$ cat src/rtl/imm_gen_pipe.sv
// Pipelined RISC-V immediate generator: 1-cycle decode register, 2-entry skid, saturating illegal counter.
// Optional build macro IMMGEN_CSR_EN enables decoding of SYSTEM (CSR) instructions.
module imm_gen_pipe #(
    parameter int XLEN  = 32,
    parameter int CNT_W = 16
) (
    input  logic             clk,
    input  logic             rst_n,
    input  logic             in_valid,
    output logic             in_ready,
    input  logic [31:0]      in_instr,
    input  logic             flush,
    output logic             out_valid,
    input  logic             out_ready,
    output logic [XLEN-1:0]  out_imm,
    output logic [2:0]       out_fmt,
    output logic             out_illegal,
    output logic [31:0]      out_instr,
    output logic [CNT_W-1:0] ill_cnt,
    input  logic             cnt_clr
);

    localparam logic [2:0] FMT_R = 3'd0;
    localparam logic [2:0] FMT_I = 3'd1;
    localparam logic [2:0] FMT_S = 3'd2;
    localparam logic [2:0] FMT_B = 3'd3;
    localparam logic [2:0] FMT_U = 3'd4;
    localparam logic [2:0] FMT_J = 3'd5;
`ifdef IMMGEN_CSR_EN
    localparam logic [2:0] FMT_Z = 3'd6;
`endif

    typedef struct packed {
        logic [XLEN-1:0] imm;
        logic [2:0]      fmt;
        logic            illegal;
        logic [31:0]     instr;
    } entry_t;

    function automatic entry_t decode(input logic [31:0] instr);
        entry_t     e;
        logic [31:0] imm32;
        e         = '0;
        imm32     = '0;
        e.instr   = instr;
        case (instr[6:0])
            7'b0010011, 7'b0000011, 7'b1100111: begin
                e.fmt = FMT_I;
                imm32 = {{20{instr[31]}}, instr[31:20]};
            end
            7'b0100011: begin
                e.fmt = FMT_S;
                imm32 = {{20{instr[31]}}, instr[31:25], instr[11:7]};
            end
            7'b1100011: begin
                e.fmt = FMT_B;
                imm32 = {{19{instr[31]}}, instr[31], instr[7], instr[30:25], instr[11:8], 1'b0};
            end
            7'b0110111, 7'b0010111: begin
                e.fmt = FMT_U;
                imm32 = {instr[31:12], 12'b0};
            end
            7'b1101111: begin
                e.fmt = FMT_J;
                imm32 = {{11{instr[31]}}, instr[31], instr[19:12], instr[20], instr[30:21], 1'b0};
            end
`ifdef IMMGEN_CSR_EN
            7'b1110011: begin
                // funct3[2] selects the immediate-operand CSR forms (rs1 field is a uimm)
                if (instr[14]) begin
                    e.fmt = FMT_Z;
                    imm32 = {27'b0, instr[19:15]};
                end else begin
                    e.fmt = FMT_I;
                    imm32 = {{20{instr[31]}}, instr[31:20]};
                end
            end
`endif
            7'b0110011: e.fmt = FMT_R;
            default:    e.illegal = 1'b1;
        endcase
        // imm32 is already sign-correct; the signed cast fills the remaining XLEN bits
        e.imm = XLEN'($signed(imm32));
        return e;
    endfunction

    entry_t            dec;
    entry_t            out_reg;
    entry_t            skid_reg;
    logic              out_valid_reg;
    logic              skid_valid_reg;
    logic [CNT_W-1:0]  cnt_reg;
    logic              accept;
    logic              load_out;

    always_comb begin
        dec      = decode(in_instr);
        accept   = in_valid && !skid_valid_reg;
        load_out = out_ready || !out_valid_reg;
    end

    // Output stage and skid: the skid only fills while the output is stalled,
    // so in_ready can come straight from a flop.
    always_ff @(posedge clk or negedge rst_n) begin
        if (!rst_n) begin
            out_valid_reg  <= 1'b0;
            out_reg        <= '0;
            skid_valid_reg <= 1'b0;
            skid_reg       <= '0;
        end else if (flush) begin
            out_valid_reg  <= 1'b0;
            skid_valid_reg <= 1'b0;
        end else if (load_out) begin
            if (skid_valid_reg) begin
                out_reg        <= skid_reg;
                out_valid_reg  <= 1'b1;
                skid_valid_reg <= 1'b0;
            end else begin
                out_valid_reg <= accept;
                if (accept) begin
                    out_reg <= dec;
                end
            end
        end else if (accept) begin
            skid_reg       <= dec;
            skid_valid_reg <= 1'b1;
        end
    end

    always_ff @(posedge clk or negedge rst_n) begin
        if (!rst_n) begin
            cnt_reg <= '0;
        end else if (cnt_clr) begin
            cnt_reg <= '0;
        end else if (out_valid_reg && out_ready && out_reg.illegal && (cnt_reg != {CNT_W{1'b1}})) begin
            cnt_reg <= cnt_reg + 1'b1;
        end
    end

    assign in_ready    = !skid_valid_reg;
    assign out_valid   = out_valid_reg;
    assign out_imm     = out_reg.imm;
    assign out_fmt     = out_reg.fmt;
    assign out_illegal = out_reg.illegal;
    assign out_instr   = out_reg.instr;
    assign ill_cnt     = cnt_reg;

endmodule

$ cat config.mk
export PLATFORM = sky130hd
export DESIGN_NAME = imm_gen_pipe
export DESIGN_NICKNAME = d
export VERILOG_FILES = /design/src/rtl/imm_gen_pipe.sv
export SDC_FILE = /design/constraint.sdc
export NUM_CORES = 1
export LEC_CHECK = 0
export BUFFER_PORTS_ARGS = -buffer_cell sky130_fd_sc_hd__buf_2
export CORE_MARGIN = 10
export CORE_UTILIZATION = 45
export CTS_BUF_LIST = sky130_fd_sc_hd__clkbuf_4 sky130_fd_sc_hd__clkbuf_8 sky130_fd_sc_hd__clkbuf_16
export DETAILED_ROUTE_END_ITERATION = 10
export GPL_ROUTABILITY_DRIVEN = 0
export MAX_ROUTING_LAYER = met4
export PLACE_DENSITY = 0.72
export SLEW_MARGIN = 5
export SYNTH_ARGS = -nofsm -noshare
export SYNTH_HDL_FRONTEND = slang
export SYNTH_SLANG_ARGS = --single-unit
$ cat constraint.sdc
create_clock -name clk -period 1.91 [get_ports clk]
set_clock_uncertainty 0.1 [all_clocks]
set_input_delay 0.382 -clock clk [delete_from_list [all_inputs] [get_ports clk]]
set_output_delay 0.382 -clock clk [all_outputs]
set_load 0.05 [all_outputs]
==> results by group, run 1 <==
Synth
  • Synthesis-stage register bit count: ~150
  • Syn Inst Count: 740
  • Cell Area, Synth: 0.007054 mm^2
  • Syn Nets: slightly below 800
  • Share of the synthesized area in the top cell type: 0.5463
  • Synth cell types: 60
  • Synthesis Warnings: 0
  • Post-synthesis average cell area: around 9.5 um^2
  • Seq/Total Area, Yosys: 0.5463
  • Most used DFF post-synth: dfrtp_1
  • Ys async rst share: 1.000
  • Synth area leaders: dfrtp_1 (55%), nand2_1 (9.0%), o21ai_0 (4.8%), mux2i_1 (3.8%), a21oi_1 (2.8%)
  • Yosys top cell by area: dfrtp_1
  • Post-synth EDFFs: 0

Worst setup path
  • CP required: around 1.4 ns
  • Critical path's largest stage delay: roughly 0.45 ns
  • Worst-path cell chain: buf_4 -> inv_4 -> buf_6
  • Crit-path max FO: 9
  • Crit path buffers/inverters: 3
  • Top delay family on crit path: buffers and inverters
  • WP data arrival: ~1.4 ns
  • Worst Path Class, Setup: reg -> out
  • Crit path max-delay cell type: dfrtp_2
  • Worst setup SP type: flop
  • Setup crit end kind: output port

STA
  • TNS Setup: 0 ns
  • Max frequency: about 0.54 GHz
  • Worst-margin pin slew: 0.4587 ns
  • Pins Over Slew Limit: 0
  • Final period utilization: 0.9643
  • Final WS setup: 0.06821 ns
  • Final setup viols: 0
  • Tmin final: 1.842 ns
  • Slew margin rel.: 0.6863
  • Fin. Hold Viols: 0
  • Unrepaired setup endpoints after global routing: false

Placement
  • Detail Placement HPWL: around 13 mm
  • Port Buffers: roughly 120
  • Dpl ws: -0.03667 ns
  • Placed inst area: around 0.0082 mm^2
  • Inst Count DP: between 1000 and 1500

Min path
  • Hold Crit Class: in -> reg

Pwr
  • Worst VDD drop: around 690 uV
  • Leakage: 4.029 nW
  • PwrDens: 1027 mW/mm^2

Floorplanning
  • Die width: 145.2 um
  • Num ports: between 100 and 150
  • Die Area: 0.02108 mm^2
  • Chip Height: roughly 150 um
  • Row cnt: between 40 and 50
  • Initial Utilization: 0.4623
  • Core area: around 0.015 mm^2

GRT
  • Number of global-route vias before repair: 5955
  • Gr busiest metal: met2
  • Global Route met2 Usage: 0.2882
  • Gr ovfl total: 0
  • Largest net degree at the start of global routing: 70
  • Met1 Track Usage GR: 0.2480
  • Initial antenna violation count: 1
  • Global Route met3 Usage: 0.04098
  • Global-route wire length before repair: 31.80 mm
  • Tot GR Track Use: 0.1891

Drt
  • Detail Route Antenna Nets: 0
  • WL/cell: around 18 um
  • Post-route DRC: 0
  • Total wire length: ~19 mm
  • DR pass1 iterations: 5
  • Iteration-0 DRC Markers: a little over 500
  • Routed vias: approximately 6000
  • DR vias/cell: between 5 and 6

Clock tree
  • CTS Sinks: 154
  • Max Root-Sink Buffers: 2
  • CTS tree: built
  • CTS buffer count: 17
  • Root buf cell: clkbuf_16
  • Clock Latency Late Sink: between 0.4 and 0.5 ns
  • Setup Buffers After CTS: 0
  • Clock transition at path regs: roughly 0.06 ns
  • Max H-tree Level: 4

Cells and area
  • Non-filler cells in the finished layout: around 1100
  • Design Area, Final: about 0.009 mm^2
  • Area of the multi-input gates: about 0.003 mm^2
  • Filler cells: 1376
  • Storage cell area: 0.003872 mm^2
  • Share of layout cells above drive strength 1: 0.2791
  • Post-layout util: 0.5755
  • Commonest non-fill, non-tap cells in the layout: nand2_1 (168), dfrtp_1 (139), buf_2 (121)
  • Most common cell after layout, fill and taps aside: nand2_1
  • Max reg flops: approximately 70
  • Area delta synth->final: 24.48%
  • Nets: a little over 900

Job
  • Max Cap Violations: 0

Run status
  • Status: completed
worst reg2reg max path: cells and delay by family, from the launching register on:
kind,cells,cell delay [ns]
compound gates,1,0.07
buf+inv,1,0.26
flops,1,0.41
simple gates,3,0.88
layout make-up:
cell class / count / share of cell area
multi-input cells: 520 / 0.3347
diodes: 1 / 0.0002850
clock inverters: 10 / 0.01354
flip-flops and latches: 154 / 0.4410
well taps: 211 / 0.03007
inverters: 16 / 0.007125
clock buffers: 21 / 0.05329
repair buffers: 171 / 0.1200
report_power, final:
| group | switching, mW | internal (mW) |
|---|---|---|
| Clock | 1.33 | 2.01 |
| Combinational | 1.30 | 0.475 |
| Sequential | 0.223 | 3.68 |
worst paths after layout:
check,depth (start not counted),slack [ns],startpoint,to
worst max-delay path,3,0.07,skid_valid_reg,in_ready
worst min-delay path,2,0.09,flush,out_valid
max in group asynchronous,3,0.81,rst_n,out_valid
min in group asynchronous,2,0.32,rst_n,out_instr[6]
worst max register to register,5,0.07,out_valid,out_imm[29]
worst min register to register,2,0.37,out_instr[0],out_instr[0]
what timing repair did:
| action | 4_1_cts | 5_1_grt |
|---|---|---|
| gates resized for setup | 3 | 4 |
| hold buffers | 1 | 0 |
| cloned | 0 | 0 |
| endpoints found under the hold margin | 29 | 0 |
| endpoints found under the setup margin | 1 | 8 |
logic make-up after synthesis:
logic type / synth area share
adders and majority gates: 0.001773
muxes: 0.04363
buffers and inverters: 0.04168
AOI/OAI and AO/OA: 0.1758
and+or+nand+nor: 0.1909
DFF: 0.5463
stage by stage:
stage	total power, mW	hold slack [ns]
global placement	5.704	0.2006
finish	9.020	0.08932
global route	9.427	0.08931
CTS	9.094	0.06780
detailed placement	5.738	0.2018
floorplan	5.147	-0.01359
cells in the mapped netlist, types with 3 or more instances:
master / number
nand2b_1: 4
nand3_1: 19
nor3_1: 17
mux2i_1: 27
clkbuf_1: 30
or3_1: 7
nand4_1: 4
a211oi_2: 10
nor2_1: 39
buf_1: 4
o211ai_1: 23
o21ai_1: 14
dfrtp_1: 154
o221ai_1: 8
inv_1: 15
and3_1: 3
buf_2: 11
a22oi_1: 5
o31ai_1: 8
or4_1: 5
nor2b_1: 11
nand2_1: 169
o21ai_0: 67
a21oi_1: 39
a211oi_1: 4
per-layer routing:
layer / wire [um] / share of wire / up-vias
li1: - / - / 2870
met5: 0 / 0 / -
met2: 9030 / 0.47 / 174
met3: 998 / 0.052 / 31
met4: 350 / 0.018 / 0
met1: 8974 / 0.46 / 2886
No activity file was read; power rests on OpenSTA's default activity.
==> inputs of run 2 (changes only) <==
--- a/config.mk
+++ b/config.mk
@@ -12,7 +12,7 @@
 export DETAILED_ROUTE_END_ITERATION = 10
 export GPL_ROUTABILITY_DRIVEN = 0
 export MAX_ROUTING_LAYER = met4
-export PLACE_DENSITY = 0.72
+export PLACE_DENSITY = 0.75
 export SLEW_MARGIN = 5
 export SYNTH_ARGS = -nofsm -noshare
 export SYNTH_HDL_FRONTEND = slang
==> constraint.sdc (replaced) <==
create_clock -name clk -period 1.65 [get_ports clk]
set_clock_uncertainty 0.1 [all_clocks]
set_input_delay 0.33 -clock clk [delete_from_list [all_inputs] [get_ports clk]]
set_output_delay 0.33 -clock clk [all_outputs]
set_load 0.05 [all_outputs]
==> results by group, run 2 (synthesis results as in run 1) <==
Run status
  • Status: finished, violations left (was completed)
  • Violations in the final reports: negative setup slack

Pwr
  • Worst VDD drop: 808.4 uV (was 685.7 uV)
  • Power share of the combinational group: 0.226 (was 0.197)
  • Power Total: 10.94 mW (was 9.020 mW)
  • PwrDens: 1068 mW/mm^2 (was 1027 mW/mm^2)
  • Switching share of power: 0.3268 (was 0.3163)
  • Clk network pwr share: 0.356 (was 0.371)
  • Leakage: 4.598 nW (was 4.029 nW)
  • Power Internal: 7.365 mW (was 6.166 mW)
  • Seq pwr share: 0.418 (was 0.432)
  • P_sw: 3.575 mW (was 2.853 mW)

Drt
  • Detail Route Antenna Nets: 0 (unchanged)
  • Top sig layer: met4 (unchanged)
  • Routed vias: 6631 (was 5961)
  • Met3 WL: 1.587 mm (was 998 um)
  • Met2 WL: 11.20 mm (was 9.030 mm)
  • M1 WL: 9.615 mm (was 8.974 mm)
  • Iteration-0 DRC Markers: 489 (was 517)
  • WL/cell: 19.91 um (was 17.53 um)
  • DR vias/cell: 5.687 (was 5.399)
  • DR pass1 iterations: 5 (unchanged)
  • Total wire length: 23.21 mm (was 19.35 mm)
  • Post-route DRC: 0 (unchanged)

Worst setup path
  • WP data arrival: 2.03 ns (was 1.36 ns)
  • Crit path max-delay cell type: or3_4 (was dfrtp_2)
  • Reg2Reg Depth: 6 (was 5)
  • Setup crit end kind: flop (was output port)
  • Critical path's largest stage delay: 0.48 ns (was 0.45 ns)
  • Critical path depth: 6 (was 3)
  • Worst Setup SP: skid_valid_reg (unchanged)
  • Worst setup SP type: flop (unchanged)
  • Reg2reg start: skid_valid_reg (was out_valid)
  • R2R setup slack: -0.12 ns (was 0.07 ns)
  • Crit path buffers/inverters: 3 (unchanged)
  • FF-to-FF End: out_instr[21] (was out_imm[29])
  • Crit-path max FO: 8 (was 9)
  • Worst-path cell chain: buf_6 -> nor2_4 -> or3_4 -> buf_12 -> clkbuf_16 -> o21ai_2 (was buf_4 -> inv_4 -> buf_6)
  • Top delay family on crit path: simple AND/OR/NAND/NOR gates (was buffers and inverters)
  • CP required: 1.90 ns (was 1.43 ns)
  • Worst Path Class, Setup: reg -> reg (was reg -> out)

Cells and area
  • Area delta synth->final: 45.19% (was 24.48%)
  • Max reg flops: 68 (unchanged)
  • Share of layout cells above drive strength 1: 0.4293 (was 0.2791)
  • Design Area, Final: 0.01024 mm^2 (was 0.008781 mm^2)
  • Nets: 982 (was 919)
  • Diode count: 0 (was 1)
  • Post-layout util: 0.6713 (was 0.5755)
  • Commonest non-fill, non-tap cells in the layout: nand2_1 (144), dfrtp_1 (136), buf_2 (111) (was nand2_1 (168), dfrtp_1 (139), buf_2 (121))
  • Non-filler cells in the finished layout: 1166 (was 1104)
  • Most common cell after layout, fill and taps aside: nand2_1 (unchanged)

Clock tree
  • Max H-tree Level: 4 (unchanged)
  • CTS Sinks: 154 (unchanged)
  • CTS tree: built (unchanged)
  • Clock transition at path regs: 0.06 ns (about the same)
  • Max Root-Sink Buffers: 2 (unchanged)
  • Root buf cell: clkbuf_16 (unchanged)
  • CTS buffer count: 17 (unchanged)
  • Clock Latency Late Sink: 0.43 ns (was 0.42 ns)

STA
  • Max frequency: around 0.56 GHz
  • Fin. Hold Viols: 0 (unchanged)
  • Final setup viols: 60 (was 0)
  • Tmin final: about 1.8 ns
  • Final period utilization: 1.074
  • Final WS setup: -0.1223 ns (was 0.06821 ns)
  • Pins Over Slew Limit: 0 (unchanged)
  • Unrepaired setup endpoints after global routing: true (was false)
  • Worst hold slack: 0.06040 ns (was 0.08932 ns)
  • Worst-margin pin slew: 0.4282 ns (was 0.4587 ns)
  • Slew margin rel.: 0.7126 (was 0.6863)

GRT
  • Global-route wire length before repair: 34.59 mm (was 31.80 mm)
  • Gr ovfl total: 0 (unchanged)
  • Initial antenna violation count: 0 (was 1)
  • Tot GR Track Use: 0.2060 (was 0.1891)
  • Number of global-route vias before repair: 6475 (was 5955)
  • Largest net degree at the start of global routing: 58 (was 70)

Floorplanning
  • Die width: 145.2 um (unchanged)
  • Chip Height: 145.2 um (unchanged)
  • Initial Utilization: 0.4623 (unchanged)
  • Die Area: 0.02108 mm^2 (unchanged)
  • Row cnt: 45 (unchanged)
  • Num ports: 124 (unchanged)
  • Core area: 0.01526 mm^2 (unchanged)

Min path
  • Hold path endpoint: skid_reg[8] (was out_valid)
  • Hold Crit Class: in -> reg (unchanged)
  • Hold depth: 3 (was 2)
  • Launch point of the worst hold path: in_instr[8] (was flush)

Placement
  • Detail Placement HPWL: 14.27 mm (was 13.50 mm)
  • Placed inst area: 0.008710 mm^2 (was 0.008154 mm^2)
  • Port Buffers: 123 (unchanged)
  • Inst Count DP: 1106 (was 1071)

Job
  • Max Cap Violations: 0 (unchanged)
## run 2: through the flow
step / setup TNS, ns / worst slack [ns]
after floorplan: -5.473 / -0.2026
final: -3.214 / -0.1223
after global placement: -4.357 / -0.1154
after global routing: -5.831 / -0.1603
after CTS: -0.9969 / -0.06647
after detailed placement: -6.281 / -0.1843
## run 2: final cells by class
class	count	area [um^2]
clock buffers	21	467.9
clock inverters	10	120.1
fillers	1117	5016
inverters	16	72.57
multi-input cells	521	3521
flip-flops and latches	154	3876
well taps	211	264.0
repair buffers	233	1921
## run 2: per-layer routing
metal | vias up | GRT usage
li1 | 3021 | -
met1 | 3259 | 0.2611
met2 | 293 | 0.3218
met3 | 58 | 0.04719
met4 | 0 | 0.06522
met5 | - | -
## run 2: worst min-delay path, cell delays in order
cell and delay (ns):
buf_2 0.12, nand2_1 0.05, nand2_1 0.05
## run 2: worst max path at each step
| stage | end | slack, ns |
|---|---|---|
| floorplan | ill_cnt[12] | -0.20 |
| global placement | out_imm[7] | -0.12 |
| detailed placement | out_imm[30] | -0.18 |
| CTS | ill_cnt[13] | -0.07 |
| global route | ill_cnt[4] | -0.16 |
| finish | out_instr[21] | -0.12 |
## run 2: what timing repair did
item                       CTS  global route
cloned                       6             9
pin swaps                    9            59
hold endpoints to repair    31             0
setup buffers                2            12
hold buffers                 1             0
setup endpoints to repair   48           115
gates resized for setup     22           127
## run 2: power by group through the flow
stage | Clock (mW) | Combinational [mW] | Sequential [mW]
CTS | 3.95 | 2.26 | 4.54
detailed placement | 0 | 2.17 | 4.60
global placement | 0 | 2.13 | 4.59
global route | 4.11 | 2.63 | 4.63
floorplan | 0 | 0.689 | 5.36
finish | 3.90 | 2.47 | 4.58
